==> config.mk <==
export PLATFORM = sky130hd
export DESIGN_NAME = uart_frame_streamer_flat
export DESIGN_NICKNAME = d
export VERILOG_FILES = /design/src/rtl/uart_frame_streamer_if.sv /design/src/rtl/uart_frame_streamer.sv /design/src/flat_wrapper.sv
export SDC_FILE = /design/constraint.sdc
export NUM_CORES = 1
export LEC_CHECK = 0
export ABC_AREA = 0
export CORE_ASPECT_RATIO = 1.1
export CORE_MARGIN = 2
export CORE_UTILIZATION = 45
export CTS_CLUSTER_DIAMETER = 50
export DETAILED_ROUTE_END_ITERATION = 10
export MAX_ROUTING_LAYER = met4
export PLACE_DENSITY = 0.67
export SLEW_MARGIN = 20
export SYNTH_ARGS = -nofsm -noshare
export SYNTH_HDL_FRONTEND = slang
export SYNTH_SLANG_ARGS = --single-unit
==> constraint.sdc <==
create_clock -name i_clk -period 2.8 [get_ports i_clk]
set_input_delay 0.84 -clock i_clk [delete_from_list [all_inputs] [get_ports i_clk]]
set_output_delay 0.84 -clock i_clk [all_outputs]
set_load 0.02 [all_outputs]
==> src/rtl/uart_frame_streamer_if.sv <==
// -----------------------------------------------------------------------------
// uart_frame_streamer_if
// Groups the streamer's control, frame-buffer and UART transmitter signals.
//
//   start    : begin a frame (control -> streamer)
//   abort    : stop the frame at the next byte boundary (control -> streamer)
//   busy     : frame in progress (streamer -> control)
//   done     : one-cycle completion pulse (streamer -> control)
//   aborted  : qualifies done when the frame was aborted (streamer -> control)
//   mem_addr : frame-buffer read address (streamer -> RAM)
//   mem_rd   : frame-buffer read enable, data valid next cycle (streamer -> RAM)
//   mem_data : frame-buffer read data (RAM -> streamer)
//   tx_data  : byte to the transmitter data_in (streamer -> UART)
//   tx_send  : one-cycle send pulse (streamer -> UART)
//   tx_busy  : transmitter busy (UART -> streamer)
//
// Modport master is the streamer; slave is its environment.
// -----------------------------------------------------------------------------
interface uart_frame_streamer_if #(
    parameter int unsigned ADDR_W = 14
);
    logic              start;
    logic              abort;
    logic              busy;
    logic              done;
    logic              aborted;
    logic [ADDR_W-1:0] mem_addr;
    logic              mem_rd;
    logic [7:0]        mem_data;
    logic [7:0]        tx_data;
    logic              tx_send;
    logic              tx_busy;

    modport master (
        input  start,
        input  abort,
        input  mem_data,
        input  tx_busy,
        output busy,
        output done,
        output aborted,
        output mem_addr,
        output mem_rd,
        output tx_data,
        output tx_send
    );

    modport slave (
        output start,
        output abort,
        output mem_data,
        output tx_busy,
        input  busy,
        input  done,
        input  aborted,
        input  mem_addr,
        input  mem_rd,
        input  tx_data,
        input  tx_send
    );
endinterface

==> src/rtl/uart_frame_streamer.sv <==
// -----------------------------------------------------------------------------
// uart_frame_streamer
// Streams one frame from a synchronous-read frame buffer to a UART transmitter:
// HDR0, HDR1, every pixel byte (address 0 upward), then an 8-bit wrapping
// checksum of the pixel bytes. Each byte is handed over with a one-cycle send
// pulse, then the streamer waits for the transmitter's busy to rise and fall
// before moving on, so bytes are never dropped, duplicated or truncated.
//
// Ports:
//   i_clk  : system clock
//   i_rst  : synchronous active-high reset
//   io_bus : uart_frame_streamer_if.master (control, frame-buffer, UART signals)
//
// All interface outputs are registered.
// -----------------------------------------------------------------------------
module uart_frame_streamer #(
    parameter int unsigned IMG_W  = 128,
    parameter int unsigned IMG_H  = 128,
    parameter int unsigned ADDR_W = 14,
    parameter logic [7:0]  HDR0   = 8'hAA,
    parameter logic [7:0]  HDR1   = 8'h55
) (
    input  logic                   i_clk,
    input  logic                   i_rst,
    uart_frame_streamer_if.master  io_bus
);

    localparam int unsigned       NumPix  = IMG_W * IMG_H;
    localparam logic [ADDR_W-1:0] LastIdx = ADDR_W'(NumPix - 1);

    typedef enum logic [3:0] {
        StIdle,
        StHdr,
        StFetch,
        StRdWait,
        StSend,
        StAck,
        StDrain,
        StCsum,
        StFin
    } state_e;

    // Which kind of byte is currently on tx_data; decides where DRAIN goes.
    typedef enum logic [1:0] {
        KindHdr,
        KindPix,
        KindCsum
    } kind_e;

    state_e            r_state;
    kind_e             r_kind;
    logic              r_hdr_sel;   // 0: HDR0 pending/sent, 1: HDR1
    logic [ADDR_W-1:0] r_idx;
    logic [7:0]        r_csum;
    logic              r_abort;     // sticky abort request

    logic              r_busy;
    logic              r_done;
    logic              r_aborted;
    logic [ADDR_W-1:0] r_mem_addr;
    logic              r_mem_rd;
    logic [7:0]        r_tx_data;
    logic              r_tx_send;

    always_ff @(posedge i_clk) begin
        if (i_rst) begin
            r_state    <= StIdle;
            r_kind     <= KindHdr;
            r_hdr_sel  <= 1'b0;
            r_idx      <= '0;
            r_csum     <= 8'h00;
            r_abort    <= 1'b0;
            r_busy     <= 1'b0;
            r_done     <= 1'b0;
            r_aborted  <= 1'b0;
            r_mem_addr <= '0;
            r_mem_rd   <= 1'b0;
            r_tx_data  <= 8'h00;
            r_tx_send  <= 1'b0;
        end else begin
            // Pulse outputs default low; set only on entry to their state.
            r_tx_send <= 1'b0;
            r_mem_rd  <= 1'b0;
            r_done    <= 1'b0;
            r_aborted <= 1'b0;

            if (r_busy && io_bus.abort) begin
                r_abort <= 1'b1;
            end

            case (r_state)
                StIdle: begin
                    if (io_bus.start) begin
                        r_busy    <= 1'b1;
                        r_idx     <= '0;
                        r_csum    <= 8'h00;
                        r_hdr_sel <= 1'b0;
                        // An abort arriving with start is honoured after HDR0.
                        r_abort   <= io_bus.abort;
                        r_state   <= StHdr;
                    end
                end

                StHdr: begin
                    r_tx_data <= r_hdr_sel ? HDR1 : HDR0;
                    r_kind    <= KindHdr;
                    r_tx_send <= 1'b1;
                    r_state   <= StSend;
                end

                StFetch: begin
                    r_state <= StRdWait;
                end

                StRdWait: begin
                    r_tx_data <= io_bus.mem_data;
                    r_csum    <= r_csum + io_bus.mem_data;
                    r_kind    <= KindPix;
                    r_tx_send <= 1'b1;
                    r_state   <= StSend;
                end

                StSend: begin
                    r_state <= StAck;
                end

                StAck: begin
                    if (io_bus.tx_busy) begin
                        r_state <= StDrain;
                    end
                end

                StDrain: begin
                    if (!io_bus.tx_busy) begin
                        if (r_abort || (r_kind == KindCsum)) begin
                            r_done    <= 1'b1;
                            r_aborted <= r_abort;
                            r_busy    <= 1'b0;
                            r_state   <= StFin;
                        end else if (r_kind == KindHdr) begin
                            if (!r_hdr_sel) begin
                                r_hdr_sel <= 1'b1;
                                r_state   <= StHdr;
                            end else begin
                                r_mem_addr <= r_idx;
                                r_mem_rd   <= 1'b1;
                                r_state    <= StFetch;
                            end
                        end else if (r_idx == LastIdx) begin
                            r_state <= StCsum;
                        end else begin
                            r_idx      <= r_idx + ADDR_W'(1);
                            r_mem_addr <= r_idx + ADDR_W'(1);
                            r_mem_rd   <= 1'b1;
                            r_state    <= StFetch;
                        end
                    end
                end

                StCsum: begin
                    r_tx_data <= r_csum;
                    r_kind    <= KindCsum;
                    r_tx_send <= 1'b1;
                    r_state   <= StSend;
                end

                StFin: begin
                    r_state <= StIdle;
                end

                default: begin
                    r_state <= StIdle;
                end
            endcase
        end
    end

    assign io_bus.busy     = r_busy;
    assign io_bus.done     = r_done;
    assign io_bus.aborted  = r_aborted;
    assign io_bus.mem_addr = r_mem_addr;
    assign io_bus.mem_rd   = r_mem_rd;
    assign io_bus.tx_data  = r_tx_data;
    assign io_bus.tx_send  = r_tx_send;

endmodule

==> src/flat_wrapper.sv <==
// flat-port wrapper written by rule: the top's interface ports become plain ports
module uart_frame_streamer_flat 
#(
    parameter int unsigned IMG_W  = 128,
    parameter int unsigned IMG_H  = 128,
    parameter int unsigned ADDR_W = 14,
    parameter logic [7:0]  HDR0   = 8'hAA,
    parameter logic [7:0]  HDR1   = 8'h55
)
  (i_clk, i_rst, io_bus_start, io_bus_abort, io_bus_mem_data, io_bus_tx_busy, io_bus_busy, io_bus_done, io_bus_aborted, io_bus_mem_addr, io_bus_mem_rd, io_bus_tx_data, io_bus_tx_send);
  uart_frame_streamer_if #(.ADDR_W(ADDR_W)) io_bus_i ();
  input  logic i_clk;
  input  logic i_rst;
  input wire logic [$bits(io_bus_i.start)-1:0] io_bus_start;
  input wire logic [$bits(io_bus_i.abort)-1:0] io_bus_abort;
  input wire logic [$bits(io_bus_i.mem_data)-1:0] io_bus_mem_data;
  input wire logic [$bits(io_bus_i.tx_busy)-1:0] io_bus_tx_busy;
  output wire logic [$bits(io_bus_i.busy)-1:0] io_bus_busy;
  output wire logic [$bits(io_bus_i.done)-1:0] io_bus_done;
  output wire logic [$bits(io_bus_i.aborted)-1:0] io_bus_aborted;
  output wire logic [$bits(io_bus_i.mem_addr)-1:0] io_bus_mem_addr;
  output wire logic [$bits(io_bus_i.mem_rd)-1:0] io_bus_mem_rd;
  output wire logic [$bits(io_bus_i.tx_data)-1:0] io_bus_tx_data;
  output wire logic [$bits(io_bus_i.tx_send)-1:0] io_bus_tx_send;
  assign io_bus_i.start = io_bus_start;
  assign io_bus_i.abort = io_bus_abort;
  assign io_bus_i.mem_data = io_bus_mem_data;
  assign io_bus_i.tx_busy = io_bus_tx_busy;
  assign io_bus_busy = io_bus_i.busy;
  assign io_bus_done = io_bus_i.done;
  assign io_bus_aborted = io_bus_i.aborted;
  assign io_bus_mem_addr = io_bus_i.mem_addr;
  assign io_bus_mem_rd = io_bus_i.mem_rd;
  assign io_bus_tx_data = io_bus_i.tx_data;
  assign io_bus_tx_send = io_bus_i.tx_send;
  uart_frame_streamer #(.IMG_W(IMG_W), .IMG_H(IMG_H), .ADDR_W(ADDR_W), .HDR0(HDR0), .HDR1(HDR1)) u_core (.i_clk(i_clk), .i_rst(i_rst), .io_bus(io_bus_i));
endmodule
Word-level counts from Yosys, hierarchy flattened
Cells that the tools add are included.
- muxes and demuxes: 38
- eq/ne operators: 19
- reduce and logical (&&, ||, !) cells: 17
- $add $sub $neg: 2
- bitwise logic cells: 3
- operators by type and width (cell ; number):
    2-to-1 mux 14 bit ; 7
    one-hot mux 14 bit (2 select lines) ; 1
    one-hot mux 4 bit (6 select lines) ; 1
    one-hot mux 8 bit (3 select lines) ; 1
    2-to-1 mux 4 bit ; 5
    == test 4 x 3 -> 1 bit (second input constant) ; 4
    2-to-1 mux 8 bit ; 2
    one-hot mux 8 bit (2 select lines) ; 1
    2-to-1 mux 1 bit ; 15
    adder 14 x 1 -> 14 bit (second input constant) ; 1
    == test 14 bit (second input constant) ; 1
    != test 2 bit (second input constant) ; 6
    AND reduction 5 bit ; 2
    adder 8 bit ; 1
    == test 4 x 2 -> 1 bit (second input constant) ; 2
    != test 2 x 1 -> 1 bit (second input constant) ; 4
    OR reduction 4 bit ; 2
    one-hot mux 2 bit (3 select lines) ; 1
    AND reduction 6 bit ; 1
    OR reduction 3 bit ; 2
    == test 4 x 1 -> 1 bit (second input constant) ; 1
    zero test 4 bit ; 1
    one-hot mux 1 bit (2 select lines) ; 2
    AND reduction 4 bit ; 1
    other kinds (11) ; 14
- bits in registers: 57

Logic depth before layout (Yosys ltp)
- depth after elaboration: 6
- gate-level depth with buffers: 7
- mapped depth without buffers: 7

Least setup slack after synthesis
No wires, ideal clock.
- path kind: input to register
- from: input port io_bus_mem_data[0]
- to: register u_core.r_csum[6]
- stages: 7
- data arrival time: 2.205 ns
- path slack: 0.475 ns
- path through: ha_1 -> fa_1 -> a211oi_1 -> o21bai_1 -> a21oi_1 -> nor4_1 -> a211o_1
- cells in the longest elaborated chain, start to end: 2
- RTL lines (element ; RTL line ; RTL):
    start: declaration ; flat_wrapper.sv:16 ; input wire logic [$bits(io_bus_i.mem_data)-1:0] io_bus_mem_data;
    adder 8 bit ; uart_frame_streamer.sv:117 ; r_csum <= r_csum + io_bus.mem_data;
    one-hot mux 8 bit (2 select lines) ; uart_frame_streamer.sv:91 ; case (r_state)
    end signal: assignment ; uart_frame_streamer.sv:117 ;
    end: declaration ; uart_frame_streamer.sv:54 ; logic [7:0] r_csum;
No other way between the ends.
A chain may end at the register's enable or synchronous reset.

Worst setup path after layout
Ends and elaborated chain as after synthesis.

==> summary.md <==
| Metric | Value |
|---|---|
| Outcome | `complete, no violations` |
| Final period utilization | `89.7%` |
| Max VDD drop | `0.325 mV` |
| Post-synth top area share | `around a third` |
| Core area | `7050 um2` |
| Total GRT Usage | `21.0%` |
| Skew-Pair Late Insertion Delay | `350 ps` |
| Max cap viols | `0` |
| H-tree levels | `3` |
| PostCTS Resize Cnt | `0` |
| Crit path max-delay cell type | `clkdlybuf4s50_1` |
| Initial antenna violation count | `0` |
| RR Startpoint | `u_core.r_idx[1]` |
| N_diodes | `0` |
| Crit-path max cell delay | `430 ps` |
| Post-synthesis cell type count | `61` |
| Synth top area cells | `dfxtp_1 35%, nor2_1 5.5%, a21oi_1 4.3%` |
| CTS sink count | `57` |
| Drt first pass iters | `4` |
| R2R depth | `6` |
| Reg2reg setup slack | `660 ps` |
| Fraction of layout cells with a size suffix above 1 | `a little under an eighth` |
| Cells after synthesis | `390` |
| Slew margin rel. | `45.4%` |
| Die Ht | `93.6 um` |
| Final antenna-violating net count | `0` |
| Worst-path fanout max | `2` |
| Top_reg_cell synth | `dfxtp_1` |
| Largest net degree at the start of global routing | `51` |
| Post-Syn Area | `3280 um2` |
| Detailed Place HPWL | `5270 um` |
| Critical Path AT | `2750 ps` |
| Hold WC Path Type | `reg2reg` |
| R2R Path End | `u_core.r_idx[8]` |
| Post-CTS Hold Fix Bufs | `0` |
| GPL Wtd Cong | `0.909` |
| Num CTS Buffers | `9` |
| Crit start category | `input pin` |
| Mean area per synthesized cell | `8.42 um2` |
| Worst-case clock buffer depth | `2` |
| P_leak | `~0.0014 uW` |
| Highest clock rate | `398 MHz` |
| Final #Nets | `around 450` |
| EDFF count, synth | `0` |
| Die footprint | `7990 um2` |
| Via count | `2945` |
| Finish-stage setup viols | `0` |
| Critical path required time | `3040 ps` |
| Worst Setup EP | `u_core.r_csum[6]` |
| Initial drt markers | `98` |
| Area grow syn2layout | `20.7%` |
| Placed cell areas | `3760 um2` |
| RSZ-0062 raised after global routing | `no` |
| Crit path cell chain | `clkdlybuf4s50_1 -> ha_1 -> fa_1 -> a211oi_1 -> o21bai_1 -> a21oi_1 -> nor4_1 -> a211o_1` |
| Synth Register Bits | `between 50 and 60` |
| First-pass GRT wire length | `13000 um` |
| Synthesized Nets | `412` |
| Final hold violations | `0` |
| Clk_skew | `between 8 and 9 ps` |
| Vias in the first global route | `between 2000 and 3000` |
| Setup crit end kind | `register` |
| Final hold slack | `approximately 470 ps` |
| Power density over the cells | `a little over 500 nW/um2` |
| Clk root buf | `clkbuf_8` |
| Post-route cell area | `around 4000 um2` |
| Minimum clock period | `2510 ps` |
| Grt ovf | `0` |
| Initial Utilization | `46.6%` |
| DRC | `0` |
| Placement row count | `32` |
| Synth cell count leaders | `57 x dfxtp_1, 48 x nor2_1, 28 x a21oi_1` |
| Postcts setup bufs | `0` |
| Port bufs | `39` |
| Worst-margin pin slew | `roughly 820 ps` |
| CTS tree | `built` |
| Critical path startpoint | `io_bus_mem_data[0]` |
| Most common cell in the netlist | `dfxtp_1` |
| Post-synth ARST share | `0%` |
| Via-to-Cell Ratio | `~5.7` |
| Crit path kind | `in2reg` |
| Die X-Extent | `85.4 um` |
| Top Ports | `40` |
| Largest area contributor in the netlist | `dfxtp_1` |
| Clk pin slew, worst setup/hold paths | `70 ps` |
| Register area share after synthesis | `34.8%` |
| Wire per inst | `14.7 um` |
| Final wirelength | `7620 um` |
| Synth warn | `0` |
| Max-slew violation count | `0` |
final cells by class:
type | instances | area, um2
fillers | 647 | 3090
multi-input cells | 304 | 1980
flip-flops and latches | 57 | 1140
repair buffers | 56 | 526
clock buffers | 12 | 155
well taps | 85 | 106
clock inverters | 3 | 40.0
inverters | 3 | 11.3
flip-flops by register name (all words and copies together) (netlist names), 2 cells and up:
| register | flops |
|---|---|
| u_core.io_bus.mem_addr | 14 |
| u_core.r_idx | 14 |
| u_core.io_bus.tx_data | 8 |
| u_core.r_csum | 8 |
| u_core.r_state | 4 |
| u_core.r_kind | 2 |
routing by layer:
| metal | GRT usage [%] | vias to the layer above | part of all wire, % |
|---|---|---|---|
| met4 | 7.94 | 0 | 1.5 |
| met5 | - | - | 0 |
| met1 | 26.2 | 1349 | 47 |
| met3 | 5.12 | 11 | 5.3 |
| met2 | 32.8 | 76 | 46 |
| li1 | - | 1509 | - |
power by group:
| group | internal (uW) | switching [uW] | total (uW) |
|---|---|---|---|
| Combinational | 149 | 204 | 354 |
| Sequential | 844 | 37.0 | 881 |
| Clock | 452 | 335 | 786 |
| Total | 1440 | 576 | 2020 |
metrics by stage:
step	TNS (ps)	power, uW	setup WS [ps]	util (%)	std cells
2_1_floorplan	0	1120	475	-	390
3_3_place_gp	-50.7	1250	-50.7	53.4	505
3_5_place_dp	-68.6	1250	-68.6	53.4	505
4_1_cts	0	2040	299	56.2	520
5_1_grt	0	2120	216	56.2	520
6_report	0	2020	288	56.2	520
how the worst min path moves through the flow:
stage                startpoint                to  slack (ps)  depth (start not counted)
2_1_floorplan  u_core.r_csum[7]  u_core.r_csum[7]         440                          2
3_3_place_gp   u_core.r_csum[7]  u_core.r_csum[7]         460                          2
3_5_place_dp   u_core.r_csum[7]  u_core.r_csum[7]         460                          2
4_1_cts        u_core.r_csum[7]  u_core.r_csum[7]         480                          2
5_1_grt        u_core.r_csum[7]  u_core.r_csum[7]         510                          2
6_report       u_core.r_csum[7]  u_core.r_csum[7]         470                          2
worst max-delay path, delay by kind of cell:
family,cells,cell delay (ps)
AO/OA/AOI/OAI,4,770
adder cells (fa/ha/maj),2,630
buffers and inverters,1,430
AND/OR/NAND/NOR,1,70
cells by family after synthesis:
| kind of cell | synth area share, % |
|---|---|
| AO/OA/AOI/OAI | 19.6 |
| multiplexers | 3.36 |
| flip-flops | 34.8 |
| adder cells (fa/ha/maj) | 3.66 |
| buffers and inverters | 4.88 |
| XOR/XNOR | 4.27 |
| AND/OR/NAND/NOR | 29.5 |
cells in the final DEF, fill, tap and decap left out, types with 4 or more instances in the layout:
cell             netlist  final
xor2_1                 4      4
nand4b_1               8      8
clkbuf_8               0     11
nor3_1                22     22
xnor2_1               12     12
ha_1                   8      8
nor2_1                48     48
nor4_1                 4      4
buf_4                  5     16
nor3b_1                5      5
nand3_1               19     19
o211ai_1               4      4
nor2b_1                5      5
or3_1                  6      6
a21oi_1               28     28
o21ai_0               11     11
mux2i_1               11     11
o21ai_1                9      9
nand2_1               18     18
nand2b_1              13     13
a211oi_1              14     14
nor4b_1                4      4
clkdlybuf4s50_1        0     38
dfxtp_1               57     57
No activity file was read; power rests on OpenSTA's default activity.
==> edit: new RTL, same settings <==
`ADDR_W` is set to 14 in 3 places; all go to 13.
--- a/src/rtl/uart_frame_streamer_if.sv
+++ b/src/rtl/uart_frame_streamer_if.sv
@@ -19,3 +19,3 @@
 interface uart_frame_streamer_if #(
-    parameter int unsigned ADDR_W = 14
+    parameter int unsigned ADDR_W = 13
 );
--- a/src/rtl/uart_frame_streamer.sv
+++ b/src/rtl/uart_frame_streamer.sv
@@ -18,3 +18,3 @@
     parameter int unsigned IMG_H  = 128,
-    parameter int unsigned ADDR_W = 14,
+    parameter int unsigned ADDR_W = 13,
     parameter logic [7:0]  HDR0   = 8'hAA,
--- a/src/flat_wrapper.sv
+++ b/src/flat_wrapper.sv
@@ -5,3 +5,3 @@
     parameter int unsigned IMG_H  = 128,
-    parameter int unsigned ADDR_W = 14,
+    parameter int unsigned ADDR_W = 13,
     parameter logic [7:0]  HDR0   = 8'hAA,
Interface: changed (resized io_bus_mem_addr); port bits go from 40 to 39. The function was not compared with the original's and may differ.
==> edit against the original RTL <==
  * Worst setup slack better by 0.031 ns
  * Power down 24%
  * First-iteration DRC count up 67%
  * Critical endpoint unchanged
  * Critical path type unchanged
  * Largest power group unchanged
  * Area after synthesis down 11%
  * Wire length down 8.0%
  * Sequential cell count down 2
  * Design area down 12%
  * Combinational power down 34%
==> edit: results (changes against the original RTL) <==
- **outcome** completed
- **number of filler instances in the final layout** 602, -7.0%
- **share of post-route cells with drive strength above 1** 7.02%, -4.9 points
- **via total after detailed routing** 2741, -6.9%
- **layout net count** 420, -7.3%
- **final clock skew** 0.0131 ns, +0.00415 ns
- **Detailed Routing Iterations Pass 1** 4, unchanged
- **wire length after detailed routing** 7.01 mm, -8.0%
- **slowest CP cell** sky130_fd_sc_hd__clkdlybuf4s50_1
- **CTS buffer count** 5, -4
- **Least-Margin Pin Slew** 0.911 ns, +0.0929 ns
- **share of synthesized area occupied by flip-flops and latches** 37.6%, +2.8 points
- **vias in the first global route** 2434, -12%
- **ratio of routed vias to standard cells** 5.72, +1.0%
- **leakage** 1.17 nW, -14%
- **synth cell count leaders** sky130_fd_sc_hd__dfxtp_1, sky130_fd_sc_hd__nor2_1, sky130_fd_sc_hd__a21oi_1
- **most area-consuming cells after synthesis** sky130_fd_sc_hd__dfxtp_1, sky130_fd_sc_hd__a21oi_1, sky130_fd_sc_hd__nor2_1
- **Tightest Hold Check Type** reg -> reg
- **Hold Startpoint** u_core.r_csum[5]
- **instance count after placement with tap cells included** 471, -6.7%
- **wire length of the first global-routing pass** 11.6 mm, -11%
- **post-cts resize count** 0, unchanged
- **CTS H-tree depth** 2, -1
- **antenna diode count** 0, unchanged
- **Longest Clk Path Bufs** 2, unchanged
- **Setup WS pre-CTS** -0.0108 ns, +0.0578 ns
- **largest driver fanout on the critical path** 3, +1
- **number of standard cells after synthesis** 362, -7.2%
- **clock root buffer master** sky130_fd_sc_hd__clkbuf_8
- **post-detailed-placement cell area** 0.00341 mm², -9.5%
- **worst reg2reg startpoint** u_core.r_state[1]
- **Port-buffer cells** 38, -2.6%
- **count of distinct cell types in the synthesized netlist** 48, -21%
- **Ys Warns** 0, unchanged
- **internal power component** 1.08 mW, -25%
- **Overall Global Routing Usage** 21.4%, +0.42 points
- **HPWL reported at the end of detailed placement** 5.00 mm, -5.0%
- **post-synth net total** 384, -6.8%
- **first-iteration detailed-routing DRC count** 164, +67%
- **startpoint of the most critical setup path** io_bus_mem_data[0]
- **final antenna-violating net count** 0, unchanged
- **clock network latency to the later pin of the worst-skew pair** 0.32 ns, -0.03 ns
- **worst path arrival time** 2.67 ns, -0.08 ns
- **worst-case vdd ir drop** 0.220 mV, -32%
- **CTS clock-pin slew for the worst setup and hold paths** 0.11 ns, +0.04 ns
- **multi-input gate area in the final layout** 0.00172 mm², -13%
- **placeable core region** 0.00623 mm², -12%
- **routability congestion estimate from global placement** 0.841, -7.4%
- **Post CTS Setup Buffer Count** 0, unchanged
==> edit: cell families after synthesis <==
family | after synthesis | synth area share (%)
AO/OA/AOI/OAI | 95 | 21.1
adder cells (fa/ha/maj) | 9 | 4.10
buffers and inverters | 27 | 3.76
multiplexers | 9 | 3.08
XOR/XNOR | 15 | 4.49
AND/OR/NAND/NOR | 152 | 25.8
flip-flops | 55 | 37.6
==> edit: power groups by stage <==
stage | clock [mW] | combinational, mW | sequential, mW
after floorplan | 0 | 0.132 | 0.849
final | 0.479 | 0.233 | 0.818
after CTS | 0.490 | 0.233 | 0.817
after global placement | 0 | 0.229 | 0.835
after global routing | 0.522 | 0.257 | 0.821
after detailed placement | 0 | 0.232 | 0.836
==> edit: routing by layer <==
metal  global-route usage [%]  vias up  wire length [µm]
met5                        -        -                 0
met4                     6.32        0                95
met3                     3.78        9               422
met2                     32.3       82              3070
met1                     29.3     1252              3420
li1                         -     1398                 -
==> edit: final timing paths <==
check,to,slack (ns),cells after the start
worst max-delay path,u_core.r_csum[6],0.32,8
worst min-delay path,u_core.r_csum[5],0.49,2
worst max register to register,u_core.r_idx[9],0.48,5
worst min register to register,u_core.r_csum[5],0.49,2
==> edit: layout make-up <==
type | instances | share of cell area (%)
repair buffers | 50 | 13.3
inverters | 6 | 0.643
flip-flops and latches | 55 | 31.5
multi-input cells | 280 | 49.1
clock inverters | 3 | 0.715
clock buffers | 5 | 1.97
well taps | 80 | 2.86
==> edit: critical path, delay by kind of cell <==
| kind | cells | cell delay [ns] |
|---|---|---|
| AO/OA/AOI/OAI | 4 | 0.59 |
| XOR/XNOR | 1 | 0.16 |
| adder cells (fa/ha/maj) | 2 | 0.65 |
| buffers and inverters | 1 | 0.43 |
